## src/rtl/lsu_pkg.sv

```systemverilog
// Shared constants and types for the load/store unit initiator.
package lsu_pkg;

  localparam int XLEN   = 64;
  localparam int MASK_W = XLEN / 8;

  localparam logic [2:0] F3_B  = 3'b000;
  localparam logic [2:0] F3_H  = 3'b001;
  localparam logic [2:0] F3_W  = 3'b010;
  localparam logic [2:0] F3_D  = 3'b011;
  localparam logic [2:0] F3_BU = 3'b100;
  localparam logic [2:0] F3_HU = 3'b101;
  localparam logic [2:0] F3_WU = 3'b110;

  typedef enum logic [1:0] {
    ST_IDLE,
    ST_REQ,
    ST_WAIT,
    ST_RESP
  } lsu_state_t;

endpackage

```

## src/rtl/lsu_mem_initiator_if.sv

```systemverilog
// Data-memory request/response port between the LSU (master) and the memory block (slave).
interface lsu_mem_initiator_if;
  import lsu_pkg::*;

  logic              mem_req_valid;
  logic              mem_req_ready;
  logic              mem_req_wen;
  logic [XLEN-1:0]   mem_addr;
  logic [XLEN-1:0]   mem_wdata;
  logic [MASK_W-1:0] mem_wmask;
  logic              mem_resp_valid;
  logic [XLEN-1:0]   mem_rdata;

  modport master (
    output mem_req_valid, mem_req_wen, mem_addr, mem_wdata, mem_wmask,
    input  mem_req_ready, mem_resp_valid, mem_rdata
  );

  modport slave (
    input  mem_req_valid, mem_req_wen, mem_addr, mem_wdata, mem_wmask,
    output mem_req_ready, mem_resp_valid, mem_rdata
  );

endinterface

```

## src/rtl/lsu_align.sv

```systemverilog
// Byte-lane steering for stores and alignment/extension for loads.
// The misalign output exists only when LSU_MISALIGN_CHK_EN is defined.
module lsu_align
  import lsu_pkg::*;
(
  input  logic [2:0]        funct3,
  input  logic [2:0]        off,
  input  logic [XLEN-1:0]   sdata,
  input  logic [XLEN-1:0]   rdata,
  output logic [MASK_W-1:0] wmask,
  output logic [XLEN-1:0]   wdata,
  output logic [XLEN-1:0]   ldata
`ifdef LSU_MISALIGN_CHK_EN
  ,
  output logic              misalign
`endif
);

  logic [5:0]        sh;
  logic [MASK_W-1:0] base_mask;
  logic [XLEN-1:0]   shifted;

  function automatic logic [XLEN-1:0] extend(input logic [2:0] f3, input logic [XLEN-1:0] v);
    logic signed [7:0]  b;
    logic signed [15:0] h;
    logic signed [31:0] w;
    b = v[7:0];
    h = v[15:0];
    w = v[31:0];
    case (f3)
      F3_B:    return XLEN'(b);
      F3_H:    return XLEN'(h);
      F3_W:    return XLEN'(w);
      F3_BU:   return XLEN'(v[7:0]);
      F3_HU:   return XLEN'(v[15:0]);
      F3_WU:   return XLEN'(v[31:0]);
      default: return v;
    endcase
  endfunction

  assign sh = {off, 3'b000};

  always_comb begin
    case (funct3[1:0])
      2'd0:    base_mask = 8'h01;
      2'd1:    base_mask = 8'h03;
      2'd2:    base_mask = 8'h0F;
      default: base_mask = 8'hFF;
    endcase
  end

  // Lanes past the end of the doubleword fall off the shift and are dropped.
  assign wmask   = base_mask << off;
  assign wdata   = sdata << sh;
  assign shifted = rdata >> sh;
  assign ldata   = extend(funct3, shifted);

`ifdef LSU_MISALIGN_CHK_EN
  always_comb begin
    case (funct3[1:0])
      2'd0:    misalign = 1'b0;
      2'd1:    misalign = off[0];
      2'd2:    misalign = |off[1:0];
      default: misalign = |off;
    endcase
  end
`endif

endmodule

```

## src/rtl/lsu_mem_initiator.sv

```systemverilog
// Load/store unit initiator: one op in flight, EXU -> data-memory port -> write-back.
// Optional misaligned-access trap enabled by defining LSU_MISALIGN_CHK_EN.
module lsu_mem_initiator #(
  parameter int XLEN   = lsu_pkg::XLEN,
  parameter int MASK_W = lsu_pkg::MASK_W
) (
  input  logic              clk,
  input  logic              rst,
  input  logic              ex_valid,
  output logic              ex_ready,
  input  logic              ex_is_load,
  input  logic              ex_is_store,
  input  logic [2:0]        ex_funct3,
  input  logic [XLEN-1:0]   ex_addr,
  input  logic [XLEN-1:0]   ex_sdata,
  lsu_mem_initiator_if.master mem,
  output logic              wb_valid,
  input  logic              wb_ready,
  output logic [XLEN-1:0]   wb_data,
  output logic              wb_err
);
  import lsu_pkg::*;

  lsu_state_t        state;
  logic [2:0]        funct3_r;
  logic [2:0]        off_r;
  logic              is_load_r;

  logic [2:0]        al_funct3;
  logic [2:0]        al_off;
  logic [MASK_W-1:0] al_wmask;
  logic [XLEN-1:0]   al_wdata;
  logic [XLEN-1:0]   al_ldata;
  logic              is_access;
  logic              is_st;

  assign is_access = ex_is_load | ex_is_store;
  assign is_st     = ex_is_store & ~ex_is_load;

  // Store lanes come from the live EXU op; load extension uses the captured op.
  assign al_funct3 = (state == ST_IDLE) ? ex_funct3    : funct3_r;
  assign al_off    = (state == ST_IDLE) ? ex_addr[2:0] : off_r;

`ifdef LSU_MISALIGN_CHK_EN
  logic al_mis;
`else
  assign wb_err = 1'b0;
`endif

  lsu_align u_align (
    .funct3   (al_funct3),
    .off      (al_off),
    .sdata    (ex_sdata),
    .rdata    (mem.mem_rdata),
    .wmask    (al_wmask),
    .wdata    (al_wdata),
    .ldata    (al_ldata)
`ifdef LSU_MISALIGN_CHK_EN
    ,
    .misalign (al_mis)
`endif
  );

  always_ff @(posedge clk) begin
    if (rst) begin
      state             <= ST_IDLE;
      ex_ready          <= 1'b1;
      mem.mem_req_valid <= 1'b0;
      mem.mem_req_wen   <= 1'b0;
      mem.mem_addr      <= '0;
      mem.mem_wdata     <= '0;
      mem.mem_wmask     <= '0;
      wb_valid          <= 1'b0;
      wb_data           <= '0;
`ifdef LSU_MISALIGN_CHK_EN
      wb_err            <= 1'b0;
`endif
      funct3_r          <= '0;
      off_r             <= '0;
      is_load_r         <= 1'b0;
    end else begin
      case (state)
        ST_IDLE: begin
          if (ex_valid) begin
            ex_ready  <= 1'b0;
            funct3_r  <= ex_funct3;
            off_r     <= ex_addr[2:0];
            is_load_r <= ex_is_load;
            if (!is_access) begin
              state    <= ST_RESP;
              wb_valid <= 1'b1;
              wb_data  <= '0;
            end
`ifdef LSU_MISALIGN_CHK_EN
            else if (al_mis) begin
              state    <= ST_RESP;
              wb_valid <= 1'b1;
              wb_err   <= 1'b1;
              wb_data  <= ex_addr;
            end
`endif
            else begin
              state             <= ST_REQ;
              mem.mem_req_valid <= 1'b1;
              mem.mem_req_wen   <= is_st;
              mem.mem_addr      <= {ex_addr[XLEN-1:3], 3'b000};
              mem.mem_wdata     <= is_st ? al_wdata : '0;
              mem.mem_wmask     <= is_st ? al_wmask : '0;
            end
          end
        end
        ST_REQ: begin
          if (mem.mem_req_ready) begin
            mem.mem_req_valid <= 1'b0;
            state             <= ST_WAIT;
          end
        end
        ST_WAIT: begin
          if (mem.mem_resp_valid) begin
            wb_valid <= 1'b1;
            wb_data  <= is_load_r ? al_ldata : '0;
            state    <= ST_RESP;
          end
        end
        ST_RESP: begin
          if (wb_ready) begin
            wb_valid <= 1'b0;
            wb_data  <= '0;
`ifdef LSU_MISALIGN_CHK_EN
            wb_err   <= 1'b0;
`endif
            ex_ready <= 1'b1;
            state    <= ST_IDLE;
          end
        end
        default: state <= ST_IDLE;
      endcase
    end
  end

endmodule

```

## src/flat_wrapper.sv

```systemverilog
// flat-port wrapper written by rule: the top's interface ports become plain ports
module lsu_mem_initiator_flat import lsu_pkg::*;
#(
  parameter int XLEN   = lsu_pkg::XLEN,
  parameter int MASK_W = lsu_pkg::MASK_W
)
  (clk, rst, ex_valid, ex_ready, ex_is_load, ex_is_store, ex_funct3, ex_addr, ex_sdata, wb_valid, wb_ready, wb_data, wb_err, mem_mem_req_valid, mem_mem_req_wen, mem_mem_addr, mem_mem_wdata, mem_mem_wmask, mem_mem_req_ready, mem_mem_resp_valid, mem_mem_rdata);
  lsu_mem_initiator_if mem_i ();
  input  logic clk;
  input  logic rst;
  input  logic ex_valid;
  output logic ex_ready;
  input  logic ex_is_load;
  input  logic ex_is_store;
  input  logic [2:0] ex_funct3;
  input  logic [XLEN-1:0] ex_addr;
  input  logic [XLEN-1:0] ex_sdata;
  output logic wb_valid;
  input  logic wb_ready;
  output logic [XLEN-1:0] wb_data;
  output logic wb_err;
  output wire logic [$bits(mem_i.mem_req_valid)-1:0] mem_mem_req_valid;
  output wire logic [$bits(mem_i.mem_req_wen)-1:0] mem_mem_req_wen;
  output wire logic [$bits(mem_i.mem_addr)-1:0] mem_mem_addr;
  output wire logic [$bits(mem_i.mem_wdata)-1:0] mem_mem_wdata;
  output wire logic [$bits(mem_i.mem_wmask)-1:0] mem_mem_wmask;
  input wire logic [$bits(mem_i.mem_req_ready)-1:0] mem_mem_req_ready;
  input wire logic [$bits(mem_i.mem_resp_valid)-1:0] mem_mem_resp_valid;
  input wire logic [$bits(mem_i.mem_rdata)-1:0] mem_mem_rdata;
  assign mem_mem_req_valid = mem_i.mem_req_valid;
  assign mem_mem_req_wen = mem_i.mem_req_wen;
  assign mem_mem_addr = mem_i.mem_addr;
  assign mem_mem_wdata = mem_i.mem_wdata;
  assign mem_mem_wmask = mem_i.mem_wmask;
  assign mem_i.mem_req_ready = mem_mem_req_ready;
  assign mem_i.mem_resp_valid = mem_mem_resp_valid;
  assign mem_i.mem_rdata = mem_mem_rdata;
  lsu_mem_initiator #(.XLEN(XLEN), .MASK_W(MASK_W)) u_core (.clk(clk), .rst(rst), .ex_valid(ex_valid), .ex_ready(ex_ready), .ex_is_load(ex_is_load), .ex_is_store(ex_is_store), .ex_funct3(ex_funct3), .ex_addr(ex_addr), .ex_sdata(ex_sdata), .mem(mem_i), .wb_valid(wb_valid), .wb_ready(wb_ready), .wb_data(wb_data), .wb_err(wb_err));
endmodule
```

## config.mk

```make
export PLATFORM = sky130hd
export DESIGN_NAME = lsu_mem_initiator_flat
export DESIGN_NICKNAME = d
export VERILOG_FILES = /design/src/rtl/lsu_pkg.sv /design/src/rtl/lsu_mem_initiator_if.sv /design/src/rtl/lsu_align.sv /design/src/rtl/lsu_mem_initiator.sv /design/src/flat_wrapper.sv
export SDC_FILE = /design/constraint.sdc
export NUM_CORES = 1
export LEC_CHECK = 0
export BUFFER_PORTS_ARGS = -buffer_cell sky130_fd_sc_hd__buf_2
export CORE_MARGIN = 2
export CORE_UTILIZATION = 45
export DETAILED_ROUTE_END_ITERATION = 12
export PLACE_DENSITY_LB_ADDON = 0.3
export SETUP_SLACK_MARGIN = 0.3
export SYNTH_ARGS = -nofsm -noshare
export SYNTH_HDL_FRONTEND = slang
export SYNTH_SLANG_ARGS = --single-unit
export TNS_END_PERCENT = 20
```

## constraint.sdc

```tcl
create_clock -name clk -period 5.67 [get_ports clk]
set_input_delay 0.8505 -clock clk [delete_from_list [all_inputs] [get_ports clk]]
set_output_delay 0.8505 -clock clk [all_outputs]
set_load 0.02 [all_outputs]
```

[After elaboration in Yosys (flattened, before gate mapping)]
Index checks and enable logic that the tools add are counted.
Word-level totals
  flip-flop bits (word level): 210
  output and inout port bits: 205
  logic and storage cells: 76
Operators by class
  eq/ne operators: 16
  shift operators: 3
  muxes and demuxes: 30
  bitwise logic cells: 3
  reductions and logical operators: 12
Operator list (count)
  $mux W64: 6
  $pmux W64 S6: 1
  $pmux W64 S3: 1
  $shl A64 B6 Y64: 1
  $shr A64 B6 Y64: 1
  $pmux W8 S3: 1
  $mux W2: 5
  $ne A2 B2 Y1 const B: 5
  $eq A3 B3 Y1 const B: 3
  $mux W1: 9
  $mux W8: 1
  $pmux W2 S4: 1
  $reduce_and A4 Y1: 2
  $shl A8 B3 Y8: 1
  $eq A2 B2 Y1 const B: 3
  $mux W3: 2
  $reduce_and A3 Y1: 2
  $reduce_and A5 Y1: 1
  $eq A2 B1 Y1 const B: 2
  $logic_not A2 Y1: 2
  $pmux W1 S2: 2
  $reduce_bool A2 Y1: 2
  $eq A3 B1 Y1 const B: 1
  $eq A3 B2 Y1 const B: 1
  other kinds (8): 8

[Longest topological paths before layout]
  word-level depth: 7
  depth in mapped cells: 12

[By module]
A second synthesis with hierarchy kept.
Second synthesis, totals
  cell total of the unflattened synthesis: 1507
  area total of the unflattened synthesis: 11925.2 µm²
By module, submodules not included
  lsu_mem_initiator: instances 1, cells each 872, area each 7753.7 µm², seq. area each 4204.0 µm²
  lsu_align: instances 1, cells each 635, area each 4171.5 µm², seq. area each 0.0 µm²

[Worst setup path before layout]
No wires, ideal clock.
  kind: input to register
  start point: input port ex_addr[0]
  end point: register u_core.wb_data[32]
  setup time: 0.059 ns
  arrival: 2.723 ns
  path slack: 2.888 ns
  cell stages on the path: 7
  cell sequence: mux2_2 mux2i_1 a22o_1 or4_4 a311oi_4 buf_6 a22o_1
Between the ends
  word-level cells in the longest chain between the ends: 6
RTL lines
  from (decl): RTL line flat_wrapper.sv:16  | input logic [XLEN-1:0] ex_addr;
  $mux W3: RTL line lsu_mem_initiator.sv:42  | assign al_off = (state == ST_IDLE) ? ex_addr[2:0] : off_r;
  $shr A64 B6 Y64: RTL line lsu_align.sv:55  | assign shifted = rdata >> sh;
  $pmux W64 S6: RTL line lsu_align.sv:30  | case (f3)
  $mux W64: RTL line lsu_mem_initiator.sv:121  | wb_data <= is_load_r ? al_ldata : '0;
  $mux W64: RTL line lsu_mem_initiator.sv:119  | if (mem.mem_resp_valid) begin
  $pmux W64 S3: RTL line lsu_mem_initiator.sv:82  | case (state)
  to (signal assigned): RTL line lsu_mem_initiator.sv:121
  to (decl): RTL line lsu_mem_initiator.sv:19  | output logic [XLEN-1:0] wb_data,
Every way passes these cells. The select of a mux whose other input is x is not followed.
A chain may end at the register's enable or synchronous reset.

[Final worst setup path]
  start point: register u_core.state[0]
  end point: register u_core.wb_data[46]
Between the ends
  word-level cells in the longest chain between the ends: 7
  elaborated cells between the ends (all ways): 22
  those cells by class: eq/ne (11); shift (1); mux (6); reduce/logical (4)
RTL lines
  from (decl): RTL line lsu_mem_initiator.sv:24  | lsu_state_t state;
  from (signal assigned): RTL line lsu_mem_initiator.sv:66  | state <= ST_IDLE;
  from (signal assigned): RTL line lsu_mem_initiator.sv:90  | state <= ST_RESP;
  from (signal assigned): RTL line lsu_mem_initiator.sv:103  | state <= ST_REQ;
  $logic_not A2 Y1: RTL line lsu_mem_initiator.sv:41, lsu_mem_initiator.sv:42, lsu_mem_initiator.sv:82
  $mux W3 (on tied branches): RTL line lsu_mem_initiator.sv:42, lsu_mem_initiator.sv:41
  $shr A64 B6 Y64, or another cell as far along: RTL line lsu_align.sv:55
  $pmux W64 S6: RTL line lsu_align.sv:30
  $mux W64: RTL line lsu_mem_initiator.sv:121
  $mux W64: RTL line lsu_mem_initiator.sv:119
  $pmux W64 S3: RTL line lsu_mem_initiator.sv:82
Parallel ways exist; a longest one is shown, timed or not. The select of a mux whose other input is x is not followed.

==> impl_metrics.sql <==
INSERT INTO impl_metrics (metric_group, metric, value, unit) VALUES
('setup_path', 'ff2ff_setup_slack', '1.81', 'ns'),
('layout', 'layout-drive-gt1-share', '32.0', '%'),
('global_route', 'grt_pass1_wl', '59100', 'um'),
('placement', 'placed_cells_incl_taps', '1923', ''),
('power_and_ir_drop', 'p_leak', '6.32', 'nW'),
('synth', 'synth.yosys.warnings', '0', ''),
('die', 'dieWidth', '158', 'um'),
('clock_tree', 'post-cts-setup-buffers', '0', ''),
('detailed_routing', 'dr.pass1.iters', '6', ''),
('synth', 'postSynthAreaPerCell', '8.29', 'um^2'),
('setup_path', 'r2r-end', 'u_core.wb_data[46]', ''),
('timing', 'maxSlewViolCount', '0', ''),
('die', 'placement_rows', '56', ''),
('die', 'die_y', '158', 'um'),
('setup_path', 'crit_path_cell_trace', 'inv_1 > ha_1 > buf_4 > mux2_4 > mux2i_1 > a22o_1 > or4_4 > a311oi_4 > buf_4 > a22o_1', ''),
('clock_tree', 'cts.sinks', '210', ''),
('clock_tree', 'clock_tree_buf_depth', '3', ''),
('setup_path', 'cp_buf_inv_count', '3', ''),
('setup_path', 'path_max_fanout', '76', ''),
('clock_tree', 'ctsResizeCount', '0', ''),
('detailed_routing', 'detail_route.wirelength', '40000', 'um'),
('setup_path', 'rr_startpoint', 'u_core.state[0]', ''),
('setup_path', 'timing.critical_path.slowest_cell_delay', '0.91', 'ns'),
('timing', 'fin_worst_skew', '0.0112', 'ns'),
('timing', 'total_neg_setup_slack', '0', 'ns'),
('setup_path', 'reg2regPathDepth', '10', ''),
('synth', 'synthesis.area', '10700', 'um^2'),
('run_status', 'outcome', 'completed', ''),
('synth', 'synth_ff_type', 'sky130_fd_sc_hd__dfxtp_1', ''),
('die', 'pin_count', '408', ''),
('timing', 'finalHoldViolCount', '0', ''),
('synth', 'ffs_latches_synth', '210', ''),
('timing', 'rsz_0062_raised_after_global_routing', 'no', ''),
('power_and_ir_drop', 'power_per_cell_area', '472', 'nW/um^2'),
('global_route', 'largest_net_degree_at_the_start_of_global_routing', '134', ''),
('clock_tree', 'clockRootBuffer', 'sky130_fd_sc_hd__clkbuf_16', ''),
('die', 'initial_utilization', '45.7', '%'),
('layout', 'stdcell_count', '1977', ''),
('layout', 'filler_cell_count', '2235', ''),
('timing', 'finalSetupViolCount', '0', ''),
('global_route', 'grt_util_met2', '49.4', '%'),
('setup_path', 'kind_of_capture_point_of_the_worst_setup_path', 'flop', ''),
('detailed_routing', 'routed-via-count', '11322', ''),
('detailed_routing', 'routedWlPerCell', '20.2', 'um'),
('setup_path', 'timing.critical_path.depth', '10', ''),
('global_route', 'groute.layer.met3.usage', '8.40', '%'),
('timing', 'max_clock_freq', '259', 'MHz'),
('power_and_ir_drop', 'post-layout-total-power', '6.52', 'mW'),
('global_route', 'global_route.usage.total', '30.3', '%'),
('global_route', 'gr-total-overflow', '0', ''),
('clock_tree', 'clk_pin_slew_worst_paths', '0.06', 'ns'),
('timing', 'post-route-period-util', '68.2', '%'),
('synth', 'synth-edff-count', '0', ''),
('setup_path', 'timing.critical_path.arrival', '4.33', 'ns'),
('global_route', 'globalRoute.busiestLayer', 'met2', ''),
('hold_path', 'hold_path_class', 'reg2reg', ''),
('setup_path', 'start_kind', 'flop', ''),
('flow_run', 'max_cap_viol_count', '0', ''),
('detailed_routing', 'viasPerCell', '5.73', ''),
('detailed_routing', 'detail_route.drc_violations', '0', ''),
('setup_path', 'path_delay_family', 'multiplexers', ''),
('global_route', 'vias_in_the_first_global_route', '10361', ''),
('clock_tree', 'insertion_delay', '0.53', 'ns'),
('placement', 'globalplace.congestion', '0.960', ''),
('setup_path', 'required', '6.14', 'ns'),
('placement', 'hpwlAfterDp', '29000', 'um'),
('clock_tree', 'cts_buffers', '25', ''),
('synth', 'synthesis.instances', '1291', ''),
('timing', 'timing.slew.headroom', '16.3', '%'),
('setup_path', 'worst_setup_path_startpoint', 'u_core.state[0]', ''),
('setup_path', 'worst-setup-path-type', 'reg2reg', '');
## cell families after synthesis
logic type | Yosys count | synth area share [%]
compound gates | 337 | 21.3
flops | 210 | 39.3
simple gates | 501 | 18.9
buf+inv | 126 | 5.02
mux | 112 | 15.1
fa+ha+maj | 4 | 0.468
other cells | 1 | 0.0350
## cells in the mapped netlist (2+ instances only)
| master | count | area [um^2] |
|---|---|---|
| sky130_fd_sc_hd__o221ai_1 | 2 | 17.5 |
| sky130_fd_sc_hd__a22o_1 | 42 | 368 |
| sky130_fd_sc_hd__clkbuf_1 | 78 | 293 |
| sky130_fd_sc_hd__nor2b_1 | 2 | 12.5 |
| sky130_fd_sc_hd__o31ai_1 | 2 | 15.0 |
| sky130_fd_sc_hd__buf_6 | 4 | 45.0 |
| sky130_fd_sc_hd__nor3b_1 | 4 | 30.0 |
| sky130_fd_sc_hd__inv_1 | 13 | 48.8 |
| sky130_fd_sc_hd__a221o_1 | 15 | 150 |
| sky130_fd_sc_hd__a21oi_1 | 129 | 646 |
| sky130_fd_sc_hd__buf_2 | 14 | 70.1 |
| sky130_fd_sc_hd__mux2_2 | 9 | 101 |
| sky130_fd_sc_hd__and2_1 | 5 | 31.3 |
| sky130_fd_sc_hd__nor2_1 | 108 | 405 |
| sky130_fd_sc_hd__a22oi_1 | 60 | 450 |
| sky130_fd_sc_hd__o21bai_1 | 2 | 15.0 |
| sky130_fd_sc_hd__nor3_1 | 7 | 35.0 |
| sky130_fd_sc_hd__a222oi_1 | 9 | 90.1 |
| sky130_fd_sc_hd__a21o_1 | 5 | 37.5 |
| sky130_fd_sc_hd__mux4_2 | 37 | 833 |
| sky130_fd_sc_hd__a211o_1 | 4 | 35.0 |
| sky130_fd_sc_hd__dfxtp_1 | 210 | 4200 |
| sky130_fd_sc_hd__buf_1 | 12 | 45.0 |
| sky130_fd_sc_hd__ha_1 | 4 | 50.1 |
| sky130_fd_sc_hd__nand2_1 | 318 | 1190 |
| sky130_fd_sc_hd__a32oi_1 | 4 | 35.0 |
| sky130_fd_sc_hd__mux2i_1 | 64 | 641 |
| sky130_fd_sc_hd__a31oi_1 | 12 | 75.1 |
| sky130_fd_sc_hd__a211oi_1 | 6 | 45.0 |
| sky130_fd_sc_hd__buf_4 | 4 | 30.0 |
| sky130_fd_sc_hd__or2_2 | 2 | 12.5 |
| sky130_fd_sc_hd__o21ai_0 | 32 | 160 |
| sky130_fd_sc_hd__a311oi_1 | 2 | 17.5 |
| sky130_fd_sc_hd__a2bb2oi_1 | 3 | 26.3 |
| sky130_fd_sc_hd__nand2b_1 | 4 | 25.0 |
| sky130_fd_sc_hd__nand3_1 | 44 | 220 |
## tightest hold or removal path, cell delays in order, from the launching register on
cell and delay (ns):
sky130_fd_sc_hd__dfxtp_1 0.31, sky130_fd_sc_hd__nand2_1 0.05, sky130_fd_sc_hd__a21oi_1 0.05
## metrics by stage
stage	area [um^2]	hold WS, ns	setup slack (ns)	util (%)
after CTS	13800	0.451	1.81	58.9
after detailed placement	12900	0.443	1.75	55.0
after global placement	12900	0.438	1.87	55.0
after global routing	13800	0.466	1.55	58.9
final	13800	0.449	1.81	59.0
after floorplan	10700	0.434	2.89	-
## sequential cells by signal, indices dropped and copies added (netlist names)
| register | flops |
|---|---|
| u_core.mem.mem_req_valid | 1 |
| u_core.state | 2 |
| u_core.funct3_r | 3 |
| u_core.wb_valid | 1 |
| u_core.mem.mem_wmask | 8 |
| u_core.mem.mem_addr | 61 |
| u_core.wb_data | 64 |
| u_core.mem.mem_wdata | 64 |
| u_core.off_r | 3 |
| u_core.ex_ready | 1 |
| u_core.mem.mem_req_wen | 1 |
| u_core.is_load_r | 1 |
## report_power, final
group	internal (mW)	switching [mW]	leakage, nW	total, mW
Sequential	1.61	0.0739	1.70	1.68
Combinational	1.08	1.99	4.17	3.07
Clock	1.09	0.672	0.452	1.77
Total	3.78	2.73	6.32	6.52
## cell usage in the layout, fill, tap and decap left out, types with 15 or more instances in the layout
| master | count |
|---|---|
| sky130_fd_sc_hd__buf_2 | 402 |
| sky130_fd_sc_hd__nand2_1 | 318 |
| sky130_fd_sc_hd__a221o_1 | 15 |
| sky130_fd_sc_hd__nand3_1 | 44 |
| sky130_fd_sc_hd__dfxtp_1 | 210 |
| sky130_fd_sc_hd__mux4_2 | 37 |
| sky130_fd_sc_hd__a22oi_1 | 60 |
| sky130_fd_sc_hd__a22o_1 | 42 |
| sky130_fd_sc_hd__clkbuf_16 | 25 |
| sky130_fd_sc_hd__nor2_1 | 106 |
| sky130_fd_sc_hd__a21oi_1 | 129 |
| sky130_fd_sc_hd__buf_4 | 20 |
| sky130_fd_sc_hd__o21ai_0 | 32 |
| sky130_fd_sc_hd__mux2i_1 | 63 |
## cell type report
| class | instances | area, um^2 | share of cell area, % |
|---|---|---|---|
| diodes | 9 | 22.5 | 0.163 |
| clock buffers | 30 | 684 | 4.96 |
| clock inverters | 15 | 221 | 1.61 |
| inverters | 13 | 48.8 | 0.354 |
| multi-input cells | 958 | 6030 | 43.7 |
| flip-flops and latches | 210 | 4200 | 30.5 |
| well taps | 319 | 399 | 2.89 |
| repair buffers | 423 | 2180 | 15.8 |
## metal layers
layer	routed length (um)	share of wire, %
met5	7	0.018
met4	1680	4.2
met3	3990	10
met2	18900	47
met1	15400	39
## worst min path at each step
stage | from | end | slack (ns)
floorplan | u_core.funct3_r[2] | u_core.funct3_r[2] | 0.43
global placement | u_core.mem.mem_wdata[51] | u_core.mem.mem_wdata[51] | 0.44
detailed placement | u_core.mem.mem_addr[41] | u_core.mem.mem_addr[41] | 0.44
CTS | u_core.mem.mem_addr[41] | u_core.mem.mem_addr[41] | 0.45
global route | u_core.mem.mem_addr[8] | u_core.mem.mem_addr[8] | 0.47
finish | u_core.mem.mem_wdata[48] | u_core.mem.mem_wdata[48] | 0.45
Power figures use the tool's default switching activity.
